**src/rtl/a2bus_arb_pkg.sv**
```systemverilog
// a2bus_arb_pkg: shared types and helpers for the Apple II bus-driver arbiter.
package a2bus_arb_pkg;

  localparam int MAX_REQ = 8;
  localparam int IDX_W   = 3;

  typedef enum logic [1:0] {
    IDLE  = 2'd0,
    DRIVE = 2'd1,
    HOLD  = 2'd2
  } arb_state_t;

  // Isolates the lowest set bit: x & -x, written with an explicit width.
  function automatic logic [MAX_REQ-1:0] prio_onehot(logic [MAX_REQ-1:0] req);
    return req & (~req + MAX_REQ'(1));
  endfunction

endpackage

```
**src/rtl/prio_encoder.sv**
```systemverilog
// prio_encoder: fixed-priority (index 0 wins) one-hot and index encoder with multi-hit flag.
module prio_encoder
  import a2bus_arb_pkg::*;
#(
  parameter int NUM_REQ = 4
) (
  input  logic [NUM_REQ-1:0] req_i,
  output logic [NUM_REQ-1:0] onehot_o,
  output logic [IDX_W-1:0]   idx_o,
  output logic               any_o,
  output logic               multi_o
);

  assign onehot_o = NUM_REQ'(prio_onehot(MAX_REQ'(req_i)));
  assign any_o    = |req_i;
  assign multi_o  = ($countones(req_i) > 1);

  // Scan from the top down so the lowest set index is the last one written.
  always_comb begin
    idx_o = '0;
    for (int i = NUM_REQ - 1; i >= 0; i--) begin
      if (req_i[i]) begin
        idx_o = IDX_W'(i);
      end
    end
  end

endmodule

```
**src/rtl/bus_drive_arbiter.sv**
```systemverilog
// bus_drive_arbiter: grants the Apple II data-bus driver to one slot card per bus cycle.
// Build option: define BUS_ARB_CONFLICT_COUNT_EN to include the saturating collision counter.
module bus_drive_arbiter
  import a2bus_arb_pkg::*;
#(
  parameter int NUM_REQ     = 4,
  parameter int HOLD_CYCLES = 3
) (
  input  logic                   clk_logic,
  input  logic                   reset,
  input  logic                   phi0,
  input  logic                   phi1_posedge,
  input  logic                   rw_n,
  input  logic [NUM_REQ-1:0]     req_rd_en_i,
  input  logic [NUM_REQ*8-1:0]   req_data_i,
  input  logic [NUM_REQ-1:0]     req_irq_n_i,
  input  logic [NUM_REQ-1:0]     irq_mask_i,
  output logic                   data_out_en_o,
  output logic [7:0]             data_out_o,
  output logic [NUM_REQ-1:0]     grant_o,
  output logic                   irq_n_o,
  output logic                   conflict_o,
  output logic [7:0]             conflict_count_o
);

  localparam logic [3:0] HOLD_LOAD = (HOLD_CYCLES == 0) ? 4'd0 : 4'(HOLD_CYCLES - 1);

  arb_state_t          state_q;
  logic                served_q;
  logic [NUM_REQ-1:0]  grant_q;
  logic                en_q;
  logic [7:0]          data_q;
  logic [3:0]          holdCnt_q;
  logic                conflict_q;
  logic                irqN_q;
  logic                irqN_d;

  logic [NUM_REQ-1:0]  encOneHot;
  logic [IDX_W-1:0]    encIdx;
  logic                encAny;
  logic                encMulti;
  logic [7:0]          newData;
  logic [7:0]          grantedData;
  logic                grantedReq;
  logic                grantNow;

  prio_encoder #(
    .NUM_REQ (NUM_REQ)
  ) u_prio (
    .req_i    (req_rd_en_i),
    .onehot_o (encOneHot),
    .idx_o    (encIdx),
    .any_o    (encAny),
    .multi_o  (encMulti)
  );

  // newData feeds a fresh grant; grantedData follows the current owner while driving.
  always_comb begin
    newData     = 8'h00;
    grantedData = 8'h00;
    for (int i = 0; i < NUM_REQ; i++) begin
      if (encIdx == IDX_W'(i)) begin
        newData = req_data_i[i*8 +: 8];
      end
      if (grant_q[i]) begin
        grantedData = grantedData | req_data_i[i*8 +: 8];
      end
    end
  end

  assign grantedReq = |(req_rd_en_i & grant_q);
  assign grantNow   = (state_q == IDLE) && phi0 && rw_n && encAny && !served_q && !phi1_posedge;

  always_comb begin
    irqN_d = &(req_irq_n_i | ~irq_mask_i);
  end

  always_ff @(posedge clk_logic) begin
    if (reset) begin
      state_q    <= IDLE;
      served_q   <= 1'b0;
      grant_q    <= '0;
      en_q       <= 1'b0;
      data_q     <= 8'h00;
      holdCnt_q  <= 4'd0;
      conflict_q <= 1'b0;
    end else begin
      if (phi1_posedge) begin
        served_q <= 1'b0;
      end
      case (state_q)
        IDLE: begin
          if (grantNow) begin
            state_q  <= DRIVE;
            served_q <= 1'b1;
            grant_q  <= encOneHot;
            en_q     <= 1'b1;
            data_q   <= newData;
            if (encMulti) begin
              conflict_q <= 1'b1;
            end
          end
        end
        DRIVE: begin
          data_q <= grantedData;
          if (phi1_posedge || !grantedReq) begin
            if (HOLD_CYCLES == 0) begin
              state_q <= IDLE;
              grant_q <= '0;
              en_q    <= 1'b0;
              data_q  <= 8'h00;
            end else begin
              state_q   <= HOLD;
              holdCnt_q <= HOLD_LOAD;
            end
          end
        end
        HOLD: begin
          if (holdCnt_q == 4'd0) begin
            state_q <= IDLE;
            grant_q <= '0;
            en_q    <= 1'b0;
            data_q  <= 8'h00;
          end else begin
            holdCnt_q <= holdCnt_q - 4'd1;
          end
        end
        default: begin
          state_q <= IDLE;
          grant_q <= '0;
          en_q    <= 1'b0;
          data_q  <= 8'h00;
        end
      endcase
    end
  end

  // IRQ aggregation runs independently of the bus FSM.
  always_ff @(posedge clk_logic) begin
    if (reset) begin
      irqN_q <= 1'b1;
    end else begin
      irqN_q <= irqN_d;
    end
  end

`ifdef BUS_ARB_CONFLICT_COUNT_EN
  logic [7:0] conflictCnt_q;
  logic [7:0] conflictCnt_d;

  // Saturate at 255 so a long-running collision never reads back as zero.
  always_comb begin
    conflictCnt_d = conflictCnt_q;
    if (grantNow && encMulti && (conflictCnt_q != 8'hFF)) begin
      conflictCnt_d = conflictCnt_q + 8'd1;
    end
  end

  always_ff @(posedge clk_logic) begin
    if (reset) begin
      conflictCnt_q <= 8'h00;
    end else begin
      conflictCnt_q <= conflictCnt_d;
    end
  end

  assign conflict_count_o = conflictCnt_q;
`else
  assign conflict_count_o = 8'h00;
`endif

  assign data_out_en_o = en_q;
  assign data_out_o    = data_q;
  assign grant_o       = grant_q;
  assign irq_n_o       = irqN_q;
  assign conflict_o    = conflict_q;

endmodule

```
**config.mk**
```make
export PLATFORM = sky130hd
export DESIGN_NAME = bus_drive_arbiter
export DESIGN_NICKNAME = d
export VERILOG_FILES = /design/src/rtl/a2bus_arb_pkg.sv /design/src/rtl/prio_encoder.sv /design/src/rtl/bus_drive_arbiter.sv
export SDC_FILE = /design/constraint.sdc
export NUM_CORES = 1
export LEC_CHECK = 0
export CAP_MARGIN = 10
export CELL_PAD_IN_SITES_DETAIL_PLACEMENT = 1
export CELL_PAD_IN_SITES_GLOBAL_PLACEMENT = 2
export CORE_MARGIN = 2
export CORE_UTILIZATION = 25
export CTS_BUF_LIST = sky130_fd_sc_hd__clkbuf_4 sky130_fd_sc_hd__clkbuf_8
export CTS_CLUSTER_SIZE = 16
export DETAILED_ROUTE_END_ITERATION = 8
export PLACE_DENSITY = 0.95
export SYNTH_ARGS = -nofsm -noshare
export SYNTH_HDL_FRONTEND = slang
export SYNTH_SLANG_ARGS = --single-unit
export TNS_END_PERCENT = 100
```
**constraint.sdc**
```tcl
create_clock -name clk_logic -period 4.9 [get_ports clk_logic]
set_clock_uncertainty 0.2 [all_clocks]
set_input_delay 0.98 -clock clk_logic [delete_from_list [all_inputs] [get_ports clk_logic]]
set_output_delay 0.98 -clock clk_logic [all_outputs]
set_load 0.02 [all_outputs]
```
After elaboration in Yosys (flattened, before gate mapping)
Index checks and enable logic that the tools add are counted.
W data, S select, Z words.

operators by class
  reductions and logical operators = 21
  equal/unequal tests = 9
  add/subtract/negate cells = 5
  magnitude comparators = 1
  bitwise logic cells = 9
  muxes and demuxes = 31

operators with widths
  kind                   count
  $mux W8                10
  $add A32 B32 Y32       1
  $gt A32 B2 Y1 const B  1
  $or A8 B8 Y8           3
  $pmux W8 S3            1
  $mux W4                4
  $mux W2                7
  $pmux W4 S3            1
  $reduce_and A3 Y1      4
  $and A4 B4 Y4          2
  $ne A2 B2 Y1 const B   4
  $not A4 Y4             2
  $pmux W4 S2            1
  $reduce_or A4 Y1       2
  $eq A3 B2 Y1 const B   2
  $pmux W2 S3            1
  $logic_and A1 B1 Y1    5
  $mux W1                5
  $add A1 B1 Y2          2
  $add A4 B1 Y4 const B  1
  $logic_not A4 Y1       1
  $or A4 B4 Y4           1
  $reduce_and A4 Y1      1
  $sub A4 B1 Y4 const B  1
  11 further kinds       13

storage, ports and cells
  output and inout bits = 23
  logic and storage cells = 84
  bits of input ports = 49
  register bits after elaboration = 22

Logic depth before layout (Yosys ltp)
  depth in word-level cells = 11
  gate-level depth with buffers = 8
  depth with buffers taken out = 7

Hierarchy
A second synthesis with hierarchy kept.

unflattened totals
  cell total of the unflattened synthesis = 203
  area, all modules = 1675.4 um^2

modules (own cells, without submodules)
  module             cells an instance  seq. area each (um^2)  area each (um^2)  times used
  bus_drive_arbiter  186                440.4                  1529.0            1
  prio_encoder       17                 0.0                    146.4             1

Least setup slack after synthesis
No wires, ideal clock.

  path type = input -> register
  start point = input req_rd_en_i[0]
  end point = register conflict_q, in the netlist conflict_o
  data arrival time = 2.641 ns
  slack = 1.988 ns
  path buffers = 0
  stages on the path = 7
  required time = 4.629 ns
  cells stage by stage = clkinv_1 > ha_1 > and2_1 > fa_1 > nor2_1 > or4_1 > a21oi_1

between the ends
  longest elaborated chain between the ends = 5
  elaborated cells on any way between the ends = 8
  those cells by class = add/sub (2); order compare (1); reduce/logical (5)

ends and longest elaborated chain
  element                                                   line                      source
  start, declared                                           bus_drive_arbiter.sv:14   input logic [NUM_REQ-1:0] req_rd_en_i,
  branches (longest 4 deep; another with $add A32 B32 Y32)  -
  $reduce_and A3 Y1 (no line) (*)                           -
  end signal, assigned                                      bus_drive_arbiter.sv:86   conflict_q <= 1'b0;
  end signal, assigned                                      bus_drive_arbiter.sv:100  conflict_q <= 1'b1;
  end, declared                                             bus_drive_arbiter.sv:34   logic conflict_q;

Every way passes the cells marked *.
A chain may end at the register's enable or synchronous reset.

Worst setup path in the final report
  start point = input req_rd_en_i[0]
  end point = register data_q[6], in the netlist data_out_o[6]

between the ends
  longest elaborated chain between the ends = 8
  elaborated cells on any way between the ends = 17
  those cells by class = eq/ne (4); mux (7); reduce/logical (6)

ends and longest elaborated chain
  element                line                      source
  $mux W2                prio_encoder.sv:22        if (req_i[i]) begin
  $logic_not A3 Y1       bus_drive_arbiter.sv:62   if (encIdx == IDX_W'(i)) begin
  $mux W8 (4 in series)  bus_drive_arbiter.sv:62
  $mux W8                bus_drive_arbiter.sv:93   if (grantNow) begin
  $pmux W8 S3            bus_drive_arbiter.sv:91   case (state_q)
  end signal, assigned   bus_drive_arbiter.sv:98   data_q <= newData;
  end signal, assigned   bus_drive_arbiter.sv:105  data_q <= grantedData;
  end, declared          bus_drive_arbiter.sv:32   logic [7:0] data_q;

Parallel ways exist; a longest one is shown, timed or not. The select of a mux whose other input is x is not followed.

==> metrics.cfg <==
[run_status]
status=complete, no violations

[critical_path]
path_buf_inv=2
cp-start-kind=primary input
worstSetupPathType=primary input to register
crit_arrival_ns=3.50
cp_data_required_time_ns=4.82
crit_slowest_cell=or4_1
critical_path.max_stage_delay_ns=0.68
crit_chain=clkdlybuf4s50_1 -> clkinv_1 -> ha_1 -> and2_1 -> or4_1 -> a31oi_1 -> o32ai_2
crit_fanout=10
cp_top_family=buffers and inverters
crit_path_end_kind=register

[placement]
detailed_place_hpwl_mm=4.49
gp_congestion=0.756
port_buffers=63
place_area_sq_um=2370

[synthesis]
yosysTopAreaCellShare=0.255
ys_seq_area_frac=0.255
synth-edff-count=0
avgSynthCellArea_sq_um=7.65
ys.warnings.count=0
syn-cell-area_sq_um=1730
synth_area_leader_cell=dfxtp_1
synth_top_family_by_area=compound AO/OA/AOI/OAI gates
ys.flop_type=dfxtp_1
synth-compound-area-share=0.319
yosys.area_share.simple=0.214
synth_xor_area_frac=0
synthDistinctLibCells=44
ys_top_cells_by_area=dfxtp_1, a21oi_1, a22oi_1
async_reset_ff_frac=0
syn_inst=226
ys_ff_latch=22
synthMuxAreaShare=0.0413
synthAdderAreaFrac=0.0695

[cts]
post_cts_buffers=0
clockBufferDepth=2
cts.repair.resized=0
cts_max_level=1
worstSkewPairLatency_ns=0.27
clk_pin_slew_ns=0.09
cts_buffers=3
hold_buffers=0
cts-root-buf=clkbuf_8
clock_sinks=22
cts_tree=done

[timing]
hold_viol=0
rsz0062_at_grt=no
layout_worst_path_cycle_share=0.730
hold_ws_ns=0.284
fin_tns_setup_ns=0
fmax_mhz=279
setup_viol=0
maxSlewViolCount=0
worst_pin_slew_ns=0.939
final.min_clock_period_ns=3.58
maxSlewHeadroom=0.369

[power_and_ir_drop]
power_switching_w=0.000175
sw_frac_of_total=0.307
ir_worst_vdd_mv=0.102
power_frac_comb=0.331
clockPowerShare=0.307
seqPwrFrac=0.362
p_leak_nw=0.879
internal_power_w=0.000394
powerDensity_nw_per_um2=233

[drt]
ant_nets=0
remaining_drc_errors=0
num_vias=1915
wire_per_inst_um=16.8
routed_wl_mm=6.01
firstDrtPassIters=4
drt-vias-per-instance=5.35
first_iter_violations=100

[flow_run]
cap_viol_max_count=0

[floorplan]
die_y_um=87.1
rows=30
io_pins=72
die_x_um=87.1
initial_core_util=0.256
die_area_sq_um=7590
coreArea_sq_um=6760

[worst_hold_path]
min-delay-path-class=register to register

[layout]
drive_gt1_frac=0.0468
layout_common_cells=clkdlybuf4s50_1, a21oi_1, nand2_1
final_nets=337
layout_commonest_cell=clkdlybuf4s50_1
synthToLayoutAreaGrowth_pct=41.3
antenna_cells=0
final_cell_area_sq_um=2440
post-route-util=0.361

[global_route]
grt_pass1_wl_mm=9.76
grtUsageTotal=0.162
antenna_found_initial=0
overflow=0
grt_max_degree=21
first_global_vias=1975

synth_stat cells (2+ instances only):
cell / count
a31oi_1: 2
a211oi_1: 7
a221oi_1: 2
buf_1: 2
nor2b_1: 3
or2_2: 2
nand2b_1: 9
dfxtp_1: 22
or3_1: 2
nor2_1: 5
nor4_1: 3
a22oi_1: 18
clkbuf_1: 10
a22o_1: 3
ha_1: 8
and2_1: 2
o22ai_1: 5
or4_1: 2
o211ai_1: 9
buf_4: 9
nand2_1: 24
mux2i_1: 6
buf_2: 2
inv_1: 12
nor3_1: 10
a21oi_1: 29
logic make-up (layout without fill, tap and decap cells):
logic type	Yosys count	after routing
compound gates	82	82
simple gates	69	69
buf+inv	36	81
flops	22	22
fa+ha+maj	9	9
mux	7	7
other cells	1	8
power by group through the flow:
stage	sequential [W]	combinational, W	clock, W
floorplan	0.000216	0.0000965	0
global placement	0.000210	0.000183	0
detailed placement	0.000210	0.000187	0
CTS	0.000206	0.000188	0.000178
global route	0.000209	0.000206	0.000186
finish	0.000206	0.000188	0.000175
final cells by class:
cell class	instances	area [sq um]
clock buffer	3	41.3
clock inverter	1	30.0
fill	842	4320
inverter	13	48.8
multi-input combinational	175	1140
sequential	22	440
tap	80	100
timing repair buffer	64	638
layer usage:
layer,track usage,part of all wire,up-vias
met4,0.0238,0,0
met5,0,0,-
met1,0.210,0.45,934
met2,0.290,0.50,60
met3,0.0227,0.048,0
li1,-,-,921
worst paths after layout:
| path | startpoint | to | depth (start not counted) | slack (ns) |
|---|---|---|---|---|
| hold / removal | conflict_o$_SDFFE_PP0P_ | conflict_o$_SDFFE_PP0P_ | 2 | 0.28 |
| setup reg to reg | holdCnt_q[0]$_SDFFE_PP0P_ | data_out_o[4]$_SDFFE_PP0P_ | 6 | 2.88 |
| hold reg to reg | conflict_o$_SDFFE_PP0P_ | conflict_o$_SDFFE_PP0P_ | 2 | 0.28 |
| setup / recovery | req_rd_en_i[0] | data_out_o[6]$_SDFFE_PP0P_ | 7 | 1.32 |
flip-flops by register name (all words and copies together), names as in the netlist:
signal / count
conflict_o: 1
irq_n_o: 1
data_out_o: 8
served_q: 1
holdCnt_q: 4
data_out_en_o: 1
state_q: 2
grant_o: 4
worst register-to-register path, cell delays in order, from the launching register on:
cell and delay (ns):
dfxtp_1 0.37, inv_1 0.07, ha_1 0.24, nor4bb_1 0.16, nor2_1 0.48, a21oi_1 0.15, a211oi_1 0.25
stage by stage:
step                setup WS, ns  power (W)  cells
floorplan                   1.99   0.000312    233
global placement            1.16   0.000393    354
detailed placement          1.07   0.000397    354
CTS                         1.36   0.000572    358
global route                1.19   0.000601    358
finish                      1.32   0.000569    358
(Power assumes the default switching activity.)
